--- config.mk ---
export PLATFORM = sky130hd
export DESIGN_NAME = pulse_stretcher_mc_flat
export DESIGN_NICKNAME = d
export VERILOG_FILES = /design/src/rtl/pulse_stretcher_mc_pkg.sv /design/src/rtl/pulse_stretcher_mc_if.sv /design/src/rtl/pulse_stretcher_mc_chan.sv /design/src/rtl/pulse_stretcher_mc.sv /design/src/flat_wrapper.sv
export SDC_FILE = /design/constraint.sdc
export NUM_CORES = 1
export LEC_CHECK = 0
export CORE_ASPECT_RATIO = 0.9
export CORE_UTILIZATION = 50
export CTS_BUF_LIST = sky130_fd_sc_hd__clkbuf_2 sky130_fd_sc_hd__clkbuf_4 sky130_fd_sc_hd__clkbuf_8
export CTS_CLUSTER_SIZE = 8
export DETAILED_ROUTE_END_ITERATION = 10
export PLACE_DENSITY = 0.71
export SLEW_MARGIN = 10
export SYNTH_ARGS = -nofsm -noshare
export SYNTH_HDL_FRONTEND = slang
export SYNTH_SLANG_ARGS = --single-unit
export TNS_END_PERCENT = 5
--- constraint.sdc ---
create_clock -name clk_i -period 3.5 [get_ports clk_i]
set_input_delay 0.7 -clock clk_i [delete_from_list [all_inputs] [get_ports clk_i]]
set_output_delay 0.7 -clock clk_i [all_outputs]
set_load 0.01 [all_outputs]
--- src/rtl/pulse_stretcher_mc_pkg.sv ---
// Purpose : shared types and constants for the multi-channel pulse stretcher.
// Latency : n/a (package only).
// Backpr. : n/a (package only).
// Contents: per-channel state enum, retrigger mode constants, blank counter width helper.
package pulse_stretcher_pkg;

  typedef enum logic {
    ST_IDLE = 1'b0,
    ST_GATE = 1'b1
  } chan_state_e;

  localparam logic RETRIG_ON  = 1'b1;
  localparam logic RETRIG_OFF = 1'b0;

  // Width able to hold 0..n, never less than one bit so n = 0 still builds.
  function automatic int blank_w(input int n);
    return (n <= 0) ? 1 : $clog2(n + 1);
  endfunction

endpackage

--- src/rtl/pulse_stretcher_mc_if.sv ---
// Purpose : bundles the control, trigger and gate signals of pulse_stretcher_mc.
// Latency : n/a (wiring only).
// Backpr. : none; every signal is a level sampled each clock.
// Ports   : master drives polarity_i/enable_i/retrig_i/len_i/pulse_i and observes
//           gate_o/any_o/missed_o/ready_o; slave (the stretcher) is the reverse.
interface pulse_stretcher_mc_if #(
  parameter int NCH   = 8,
  parameter int CNT_W = 8
);
  logic [NCH-1:0]   polarity_i;
  logic [NCH-1:0]   enable_i;
  logic             retrig_i;
  logic [CNT_W-1:0] len_i;
  logic [NCH-1:0]   pulse_i;
  logic [NCH-1:0]   gate_o;
  logic             any_o;
  logic [NCH-1:0]   missed_o;
  logic             ready_o;

  modport master (
    output polarity_i, enable_i, retrig_i, len_i, pulse_i,
    input  gate_o, any_o, missed_o, ready_o
  );

  modport slave (
    input  polarity_i, enable_i, retrig_i, len_i, pulse_i,
    output gate_o, any_o, missed_o, ready_o
  );
endinterface

--- src/rtl/pulse_stretcher_mc_chan.sv ---
// Purpose : one stretcher channel: polarity normalisation, optional edge detect, gate FSM + countdown.
// Latency : trigger sampled at edge k drives gate high from edge k for max(len,1) cycles.
// Backpr. : none; a trigger landing in a non-retriggerable gate is dropped and flagged on missed.
// Ports   : clk_i, reset_i (async, active high); pulse/polarity/enable/retrig/len/ready in;
//           gate, missed out (both registered). Edge mode under PULSE_STRETCHER_EDGE_EN.
module pstr_chan
  import pulse_stretcher_pkg::*;
#(
  parameter int CNT_W = 8
) (
  input  logic             clk_i,
  input  logic             reset_i,
  input  logic             pulse,
  input  logic             polarity,
  input  logic             enable,
  input  logic             retrig,
  input  logic [CNT_W-1:0] len,
  input  logic             ready,
  output logic             gate,
  output logic             missed
);

  logic             p;
  logic             hit;
  logic             trig;
  logic [CNT_W-1:0] reload;

  chan_state_e      state_q, state_d;
  logic [CNT_W-1:0] cnt_q, cnt_d;
  logic             missed_q, missed_d;

  assign p = pulse ~^ polarity;

`ifdef PULSE_STRETCHER_EDGE_EN
  // prev tracks p every cycle, even while blanked or disabled, so a level
  // already active when the channel becomes eligible never counts as an edge.
  logic p_prev;
  always_ff @(posedge clk_i or posedge reset_i) begin
    if (reset_i) p_prev <= 1'b0;
    else         p_prev <= p;
  end
  assign hit = p & ~p_prev;
`else
  assign hit = p;
`endif

  assign trig = hit & enable & ready;

  // Counter holds remaining cycles after the current one, so a zero length
  // behaves as a single-cycle gate.
  assign reload = (len == '0) ? '0 : len - CNT_W'(1);

  always_comb begin
    state_d  = state_q;
    cnt_d    = cnt_q;
    missed_d = 1'b0;
    if (!enable) begin
      state_d = ST_IDLE;
      cnt_d   = '0;
    end else begin
      case (state_q)
        ST_IDLE: begin
          if (trig) begin
            state_d = ST_GATE;
            cnt_d   = reload;
          end
        end
        ST_GATE: begin
          if (trig && (retrig == RETRIG_ON)) begin
            cnt_d = reload;
          end else begin
            // A dropped trigger does not pause the countdown.
            missed_d = trig;
            if (cnt_q == '0) state_d = ST_IDLE;
            else             cnt_d   = cnt_q - CNT_W'(1);
          end
        end
        default: state_d = ST_IDLE;
      endcase
    end
  end

  always_ff @(posedge clk_i or posedge reset_i) begin
    if (reset_i) begin
      state_q  <= ST_IDLE;
      cnt_q    <= '0;
      missed_q <= 1'b0;
    end else begin
      state_q  <= state_d;
      cnt_q    <= cnt_d;
      missed_q <= missed_d;
    end
  end

  assign gate   = (state_q == ST_GATE);
  assign missed = missed_q;

endmodule

--- src/rtl/pulse_stretcher_mc.sv ---
// Purpose : NCH-channel pulse stretcher with post-reset blanking (PULSE_STRETCHER_EDGE_EN selects edge triggering).
// Latency : gate rises at the edge that samples the trigger and stays high max(len_i,1) cycles.
// Backpr. : none; non-retriggerable channels drop in-gate triggers and pulse missed_o.
// Ports   : clk_i, reset_i (async, active high) plus bus (slave modport of pulse_stretcher_mc_if):
//           polarity_i/enable_i/pulse_i per channel, retrig_i, len_i in; gate_o, any_o, missed_o, ready_o out.
module pulse_stretcher_mc
  import pulse_stretcher_pkg::*;
#(
  parameter int NCH       = 8,
  parameter int CNT_W     = 8,
  parameter int BLANK_CYC = 240
) (
  input logic                 clk_i,
  input logic                 reset_i,
  pulse_stretcher_mc_if.slave bus
);

  localparam int BW = blank_w(BLANK_CYC);

  logic [BW-1:0]  blank_cnt;
  logic [BW-1:0]  blank_nxt;
  logic           ready_q;
  logic [NCH-1:0] gate_v;
  logic [NCH-1:0] missed_v;

  // Saturating count of edges since reset release; ready latches on the edge
  // the count reaches BLANK_CYC (the very first edge when BLANK_CYC is 0).
  assign blank_nxt = (blank_cnt == BW'(BLANK_CYC)) ? blank_cnt : blank_cnt + BW'(1);

  always_ff @(posedge clk_i or posedge reset_i) begin
    if (reset_i) begin
      blank_cnt <= '0;
      ready_q   <= 1'b0;
    end else begin
      blank_cnt <= blank_nxt;
      ready_q   <= ready_q | (blank_nxt == BW'(BLANK_CYC));
    end
  end

  for (genvar c = 0; c < NCH; c++) begin : g_chan
    pstr_chan #(.CNT_W(CNT_W)) u_chan (
      .clk_i    (clk_i),
      .reset_i  (reset_i),
      .pulse    (bus.pulse_i[c]),
      .polarity (bus.polarity_i[c]),
      .enable   (bus.enable_i[c]),
      .retrig   (bus.retrig_i),
      .len      (bus.len_i),
      .ready    (ready_q),
      .gate     (gate_v[c]),
      .missed   (missed_v[c])
    );
  end

  assign bus.gate_o   = gate_v;
  assign bus.missed_o = missed_v;
  assign bus.any_o    = |gate_v;
  assign bus.ready_o  = ready_q;

endmodule

--- src/flat_wrapper.sv ---
// flat-port wrapper written by rule: the top's interface ports become plain ports
module pulse_stretcher_mc_flat import pulse_stretcher_pkg::*;
#(
  parameter int NCH       = 8,
  parameter int CNT_W     = 8,
  parameter int BLANK_CYC = 240
)
  (clk_i, reset_i, bus_polarity_i, bus_enable_i, bus_retrig_i, bus_len_i, bus_pulse_i, bus_gate_o, bus_any_o, bus_missed_o, bus_ready_o);
  pulse_stretcher_mc_if #(.NCH(NCH), .CNT_W(CNT_W)) bus_i ();
  input logic clk_i;
  input logic reset_i;
  input wire logic [$bits(bus_i.polarity_i)-1:0] bus_polarity_i;
  input wire logic [$bits(bus_i.enable_i)-1:0] bus_enable_i;
  input wire logic [$bits(bus_i.retrig_i)-1:0] bus_retrig_i;
  input wire logic [$bits(bus_i.len_i)-1:0] bus_len_i;
  input wire logic [$bits(bus_i.pulse_i)-1:0] bus_pulse_i;
  output wire logic [$bits(bus_i.gate_o)-1:0] bus_gate_o;
  output wire logic [$bits(bus_i.any_o)-1:0] bus_any_o;
  output wire logic [$bits(bus_i.missed_o)-1:0] bus_missed_o;
  output wire logic [$bits(bus_i.ready_o)-1:0] bus_ready_o;
  assign bus_i.polarity_i = bus_polarity_i;
  assign bus_i.enable_i = bus_enable_i;
  assign bus_i.retrig_i = bus_retrig_i;
  assign bus_i.len_i = bus_len_i;
  assign bus_i.pulse_i = bus_pulse_i;
  assign bus_gate_o = bus_i.gate_o;
  assign bus_any_o = bus_i.any_o;
  assign bus_missed_o = bus_i.missed_o;
  assign bus_ready_o = bus_i.ready_o;
  pulse_stretcher_mc #(.NCH(NCH), .CNT_W(CNT_W), .BLANK_CYC(BLANK_CYC)) u_core (.clk_i(clk_i), .reset_i(reset_i), .bus(bus_i));
endmodule
==> results of run 1 <==
kinds of logic after synthesis:
| family | after synthesis |
|---|---|
| buffers and inverters | 88 |
| multiplexers | 43 |
| AO/OA/AOI/OAI | 182 |
| XOR/XNOR | 16 |
| AND/OR/NAND/NOR | 204 |
| flip-flops | 89 |
| adder cells (fa/ha/maj) | 20 |
final cells by class:
class                           instances  share of cell area (%)
Multi-Input combinational cell        465                    47.7
Tap cell                              152                    2.86
Clock inverter                          6                    1.24
Timing Repair Buffer                   64                    9.36
Sequential cell                        89                    33.4
Clock buffer                           10                    1.97
Inverter                               60                    3.40
report_power, final:
group	switching [mW]	leakage, nW	internal, mW
Sequential	0.00000000000000203	1.23	1.03
Combinational	0.125	1.55	0.0875
Clock	0.369	0.109	0.406
Total	0.494	2.89	1.52
sequential cells by signal (all words and copies together), names as in the netlist:
| register | flops |
|---|---|
| u_core.g_chan.u_chan.cnt_q | 64 |
| u_core.blank_cnt | 8 |
| u_core.g_chan.u_chan.missed | 8 |
| u_core.bus.ready_o | 1 |
| u_core.g_chan.u_chan.gate | 8 |
cell usage after synthesis (6+ instances only):
cell / count
a31oi_1: 9
and4_1: 7
nand3_1: 24
nand4_1: 7
xnor2_1: 12
nor3b_1: 6
nand2_1: 46
o22ai_1: 18
a22o_1: 21
buf_4: 16
mux2i_1: 26
a21oi_1: 10
dfrtp_1: 89
inv_1: 60
nor3_1: 27
nor4_1: 16
o2bb2ai_1: 17
o21ai_0: 66
nand3b_1: 8
nor2_1: 38
ha_1: 20
mux2_2: 17
clkbuf_1: 7
critical path, stage by stage:
cell and delay [ns]:
clkdlybuf4s50_1 0.42, and2_1 0.32, a31oi_1 0.95, mux2_2 0.42
o22ai_1 0.13
metal layers:
layer / share of wire (%) / global-route usage, % / up-vias / wire (um)
met5: 0 / 0 / - / 0
met4: 3.8 / 11.7 / 0 / 594
met3: 6.9 / 6.35 / 54 / 1080
met2: 46 / 43.0 / 198 / 7110
met1: 44 / 37.4 / 2542 / 6830
li1: - / - / 2459 / -
through the flow:
| stage | instances | setup slack [ns] | total power [mW] | area [um^2] | hold slack [ns] |
|---|---|---|---|---|---|
| 4_1_cts | 846 | 0.879 | 2.04 | 6660 | 0.516 |
| 3_5_place_dp | 830 | 0.470 | 1.26 | 6450 | 0.493 |
| 5_1_grt | 846 | 0.734 | 2.10 | 6660 | 0.537 |
| 6_report | 846 | 0.852 | 2.02 | 6660 | 0.512 |
| 2_1_floorplan | 642 | 0.493 | 1.16 | 5810 | 0.459 |
| 3_3_place_gp | 830 | 0.529 | 1.25 | 6450 | 0.492 |
how the worst min path moves through the flow:
stage / endpoint / depth (start not counted) / slack (ns)
final: u_core.blank_cnt[6] / 1 / 0.51
after global routing: u_core.blank_cnt[6] / 1 / 0.54
after CTS: u_core.blank_cnt[6] / 1 / 0.52
after detailed placement: u_core.g_chan[3].u_chan.cnt_q[6] / 1 / 0.49
after global placement: u_core.blank_cnt[6] / 1 / 0.49
after floorplan: u_core.blank_cnt[6] / 1 / 0.46
==> out/results.tsv, run 1 <==
metric	value	unit
seq_area	2230	um^2
area_growth	14.6	%
crit_path_start	bus_retrig_i	
synth_enable_flop_cells	0	
worstPathArrival	2.94	ns
hp-class	register to register	
multi_input_area	3180	um^2
core	11100	um^2
overflow	0	
synth_cell_type_count	60	
synth_area_leader_cell	dfrtp_1	
hp-start	u_core.blank_cnt[6]	
finalSetupTns	0	ns
layout_min_cycle_time	2.65	ns
worst_setup_path_end_kind	register	
num_rows	36	
synth-xor-area-share	2.41	%
cts_tree	done	
start_util	52.4	%
finalSetupViolations	0	
cts_buffers	9	
synth_ff_type	dfrtp_1	
fin_util	60.1	%
die-width	116	um
critPathRequiredTime	3.79	ns
synthMuxAreaShare	7.78	%
cap_violations	0	
globalplace.congestion	0.902	
ctsResizeCount	0	
drtIter0Drc	384	
drtAntennaViolNets	0	
worst_setup_path_start_kind	input pin	
clock_sinks	89	
syn_nets	697	
grt_start_max_net_pins	55	
synth_area	5810	um^2
yosys.area_share.adder	4.31	%
hold_viol_final	0	
path_max_fanout	11	
slew_headroom	25.9	%
drive_gt1_share	8.93	%
synth_compound_gate_area_share	21.9	%
fmax	0.378	GHz
nFillCells	981	
ir_worst_vdd	176	uV
layout_common_cells	dfrtp_1 (89), o21ai_0 (66), inv_1 (59)	
diodes	0	
r2r_end	u_core.g_chan[5].u_chan.cnt_q[0]	
antenna_found_initial	0	
port_buffers	52	
critPathKind	input pin to register	
cts_root_buf	clkbuf_8	
nets	744	
vias_per_cell	6.21	
synth-simple-area-share	18.3	%
yosys_register_bits	89	
wl_per_cell	18.4	um
cts_hold_buf	0	
slew_viol_final	0	
htreeDepth	3	
finClkSkew	0.00808	ns
final_common_cell	dfrtp_1	
synth_top_family_by_area	compound AO/OA/AOI/OAI gates	
status	finished clean	
dp_hpwl	11100	um
p_leak	2.89	nW
yosysWarningCount	0	
syn_area_per_cell	9.05	um^2
clock_path_buffers	2	
r2r_slack	1.18	ns
powerDensity	303	nW/um^2
drcViolationCount	0	
rsz0062_at_grt	no	
grt_util_all_layers	27.9	%
die_h	104	um
cts_setup_buffers	0	
ioPinCount	53	
die_area	12100	um^2
grt_pass1_vias	5144	
post-route-period-util	75.6	%
synthCells	642	
synth_top_cell_area_share	38.3	%
path_clk_slew	0.09	ns
yosysSeqAreaShare	38.3	%
regToRegStartpoint	u_core.bus.ready_o	
wirelength	15600	um
ys_top_cells_by_area	dfrtp_1 (38%), o21ai_0 (5.7%), mux2i_1 (4.5%), ha_1 (4.3%), inv_1 (3.9%)	
grt_pass1_wl	26000	um
drt_first_pass_iters	6	
vias	5253	
worst-r2r-cell-count	4	
worstSkewPairLatency	0.37	ns
async_reset_ff_share	100	%
worst_pin_slew	1.11	ns
endpoint	u_core.g_chan[5].u_chan.cnt_q[0]	
(Power assumes the default switching activity.)
==> run 2: changes to the inputs <==
--- a/config.mk
+++ b/config.mk
@@ -10,7 +10,7 @@
 export CTS_BUF_LIST = sky130_fd_sc_hd__clkbuf_2 sky130_fd_sc_hd__clkbuf_4 sky130_fd_sc_hd__clkbuf_8
 export CTS_CLUSTER_SIZE = 8
 export DETAILED_ROUTE_END_ITERATION = 10
-export PLACE_DENSITY = 0.71
+export PLACE_DENSITY = 0.74
 export SLEW_MARGIN = 10
 export SYNTH_ARGS = -nofsm -noshare
 export SYNTH_HDL_FRONTEND = slang
==> constraint.sdc (replaced) <==
create_clock -name clk_i -period 2.4 [get_ports clk_i]
set_input_delay 0.48 -clock clk_i [delete_from_list [all_inputs] [get_ports clk_i]]
set_output_delay 0.48 -clock clk_i [all_outputs]
set_load 0.01 [all_outputs]
==> out/results.tsv, run 2 (synthesis results as in run 1) <==
metric	value	unit	change
drive_gt1_share	13.9	%	+5.0 points
cts_hold_buf	0		unchanged
dp_hpwl	11900	um	+6.8%
regToRegStartpoint	u_core.g_chan[0].u_chan.cnt_q[3]		
drtIter0Drc	523		+36%
cts_root_buf	clkbuf_8		
layout_min_cycle_time	2.30	ns	
post-route-period-util	95.7	%	
finalSetupViolations	0		unchanged
slew_headroom	52.2	%	+26 points
ioPinCount	53		unchanged
rsz0062_at_grt	no		
worst_setup_path_end_kind	output port		
layout_common_cells	dfrtp_1 (88), o21ai_0 (66), inv_1 (59)		
status	finished clean		
drt_first_pass_iters	5		-1
critPathRequiredTime	1.92	ns	-1.87 ns
ir_worst_vdd	280	uV	+59%
die_h	104	um	unchanged
final_area	6990	um^2	+5.0%
powerDensity	434	nW/um^2	+43%
core	11100	um^2	unchanged
grt_start_max_net_pins	36		-35%
drtAntennaViolNets	0		unchanged
p_leak	3.09	nW	+7.0%
htreeDepth	3		unchanged
num_rows	36		unchanged
path_max_fanout	9		-2
cts_buffers	9		unchanged
hp-start	u_core.blank_cnt[6]		
globalplace.congestion	0.924		+2.4%
ctsResizeCount	0		unchanged
clock_sinks	89		unchanged
final_common_cell	dfrtp_1		
pre_cts_ws	-0.149	ns	-0.619 ns
finClkSkew	0.00697	ns	-0.00111 ns
fmax	0.435	GHz	
vias	5361		+2.1%
path_clk_slew	0.08	ns	about the same
clock_path_buffers	2		unchanged
die-width	116	um	unchanged
vias_per_cell	6.06		-2.3%
worst_setup_path_start_kind	register		
wirelength	16100	um	+3.2%
cts_tree	done		
hp-class	register to register		
setup_slack	0.102	ns	-0.750 ns
overflow	0		unchanged
wl_per_cell	18.2	um	-1.2%
cts_setup_buffers	0		unchanged
fin_util	63.1	%	+3.0 points
place_area	6770	um^2	+5.0%
critPathKind	register to output port		
cap_violations	0		unchanged
start_util	52.4	%	unchanged
worst_pin_slew	0.710	ns	-0.396 ns
worstPathArrival	1.82	ns	-1.12 ns
grt_pass1_vias	5249		+2.0%
nFillCells	955		-2.7%
grt_util_all_layers	28.3	%	+0.41 points
area_growth	20.4	%	
diodes	0		unchanged
die_area	12100	um^2	unchanged
regMostFlops	u_core.g_chan.u_chan.cnt_q		
nets	783		+5.2%
hold_viol_final	0		unchanged
grt_pass1_wl	26600	um	+2.1%
antenna_found_initial	0		unchanged
worstSkewPairLatency	0.38	ns	about the same
largest_register_ffs	64		unchanged
dp.cells	869		+4.7%
fin_cells	884		+4.5%
drcViolationCount	0		unchanged
crit_path_start	u_core.g_chan[6].u_chan.gate		
port_buffers	52		unchanged
power	3.03	mW	+50%
slew_viol_final	0		unchanged
==> run 2: cell count changes in the layout (fill, tap and decap cells not counted) <==
cell and delta:
buf_4 +37, clkinv_2 -3, buf_12 +2, clkbuf_4 +1
clkbuf_8 +1, dfrtp_1 -1, dfrtp_2 +1, nor4_1 -1
nor4_2 +1
==> run 2: worst max-delay path, cell delays in order (launching register included) <==
cell and delay (ns):
dfrtp_1 0.51, nor4_1 0.28, nand2_1 0.15, clkdlybuf4s50_1 0.51
==> run 2: layout make-up <==
type	instances	area [um^2]	share of cell area, %
Clock buffer	12	153	2.18
Multi-Input combinational cell	465	3190	45.6
Clock inverter	3	65.1	0.931
Inverter	60	229	3.27
Timing Repair Buffer	103	941	13.5
Sequential cell	89	2230	31.9
Tap cell	152	190	2.72
==> run 2: routing by layer <==
layer	wire (um)	track usage, %
met3	1030	5.59
met4	535	11.0
met2	7550	44.5
met5	0	0
met1	7010	38.1
==> run 2: through the flow <==
stage	setup TNS (ns)	hold WS, ns
detailed placement	-2.25	0.488
global placement	-0.736	0.483
finish	0	0.507
global route	0	0.526
floorplan	0	0.459
CTS	0	0.501
==> run 2: worst paths after layout <==
kind | endpoint | slack (ns) | cells past startpoint
worst max-delay path | bus_any_o | 0.10 | 3
worst min-delay path | u_core.blank_cnt[6] | 0.51 | 1
worst max register to register | u_core.g_chan[0].u_chan.cnt_q[2] | 0.24 | 5
worst min register to register | u_core.blank_cnt[6] | 0.51 | 1
max in group asynchronous | u_core.blank_cnt[0] | 1.30 | 3
min in group asynchronous | u_core.g_chan[4].u_chan.gate | 0.53 | 2
==> run 2: power breakdown <==
part | total, mW | leakage, nW | switching [mW] | internal, mW
clock network | 1.18 | 0.113 | 0.549 | 0.632
registers | 1.50 | 1.23 | 0.00000000000000298 | 1.50
logic | 0.354 | 1.75 | 0.187 | 0.166
total | 3.03 | 3.09 | 0.736 | 2.30
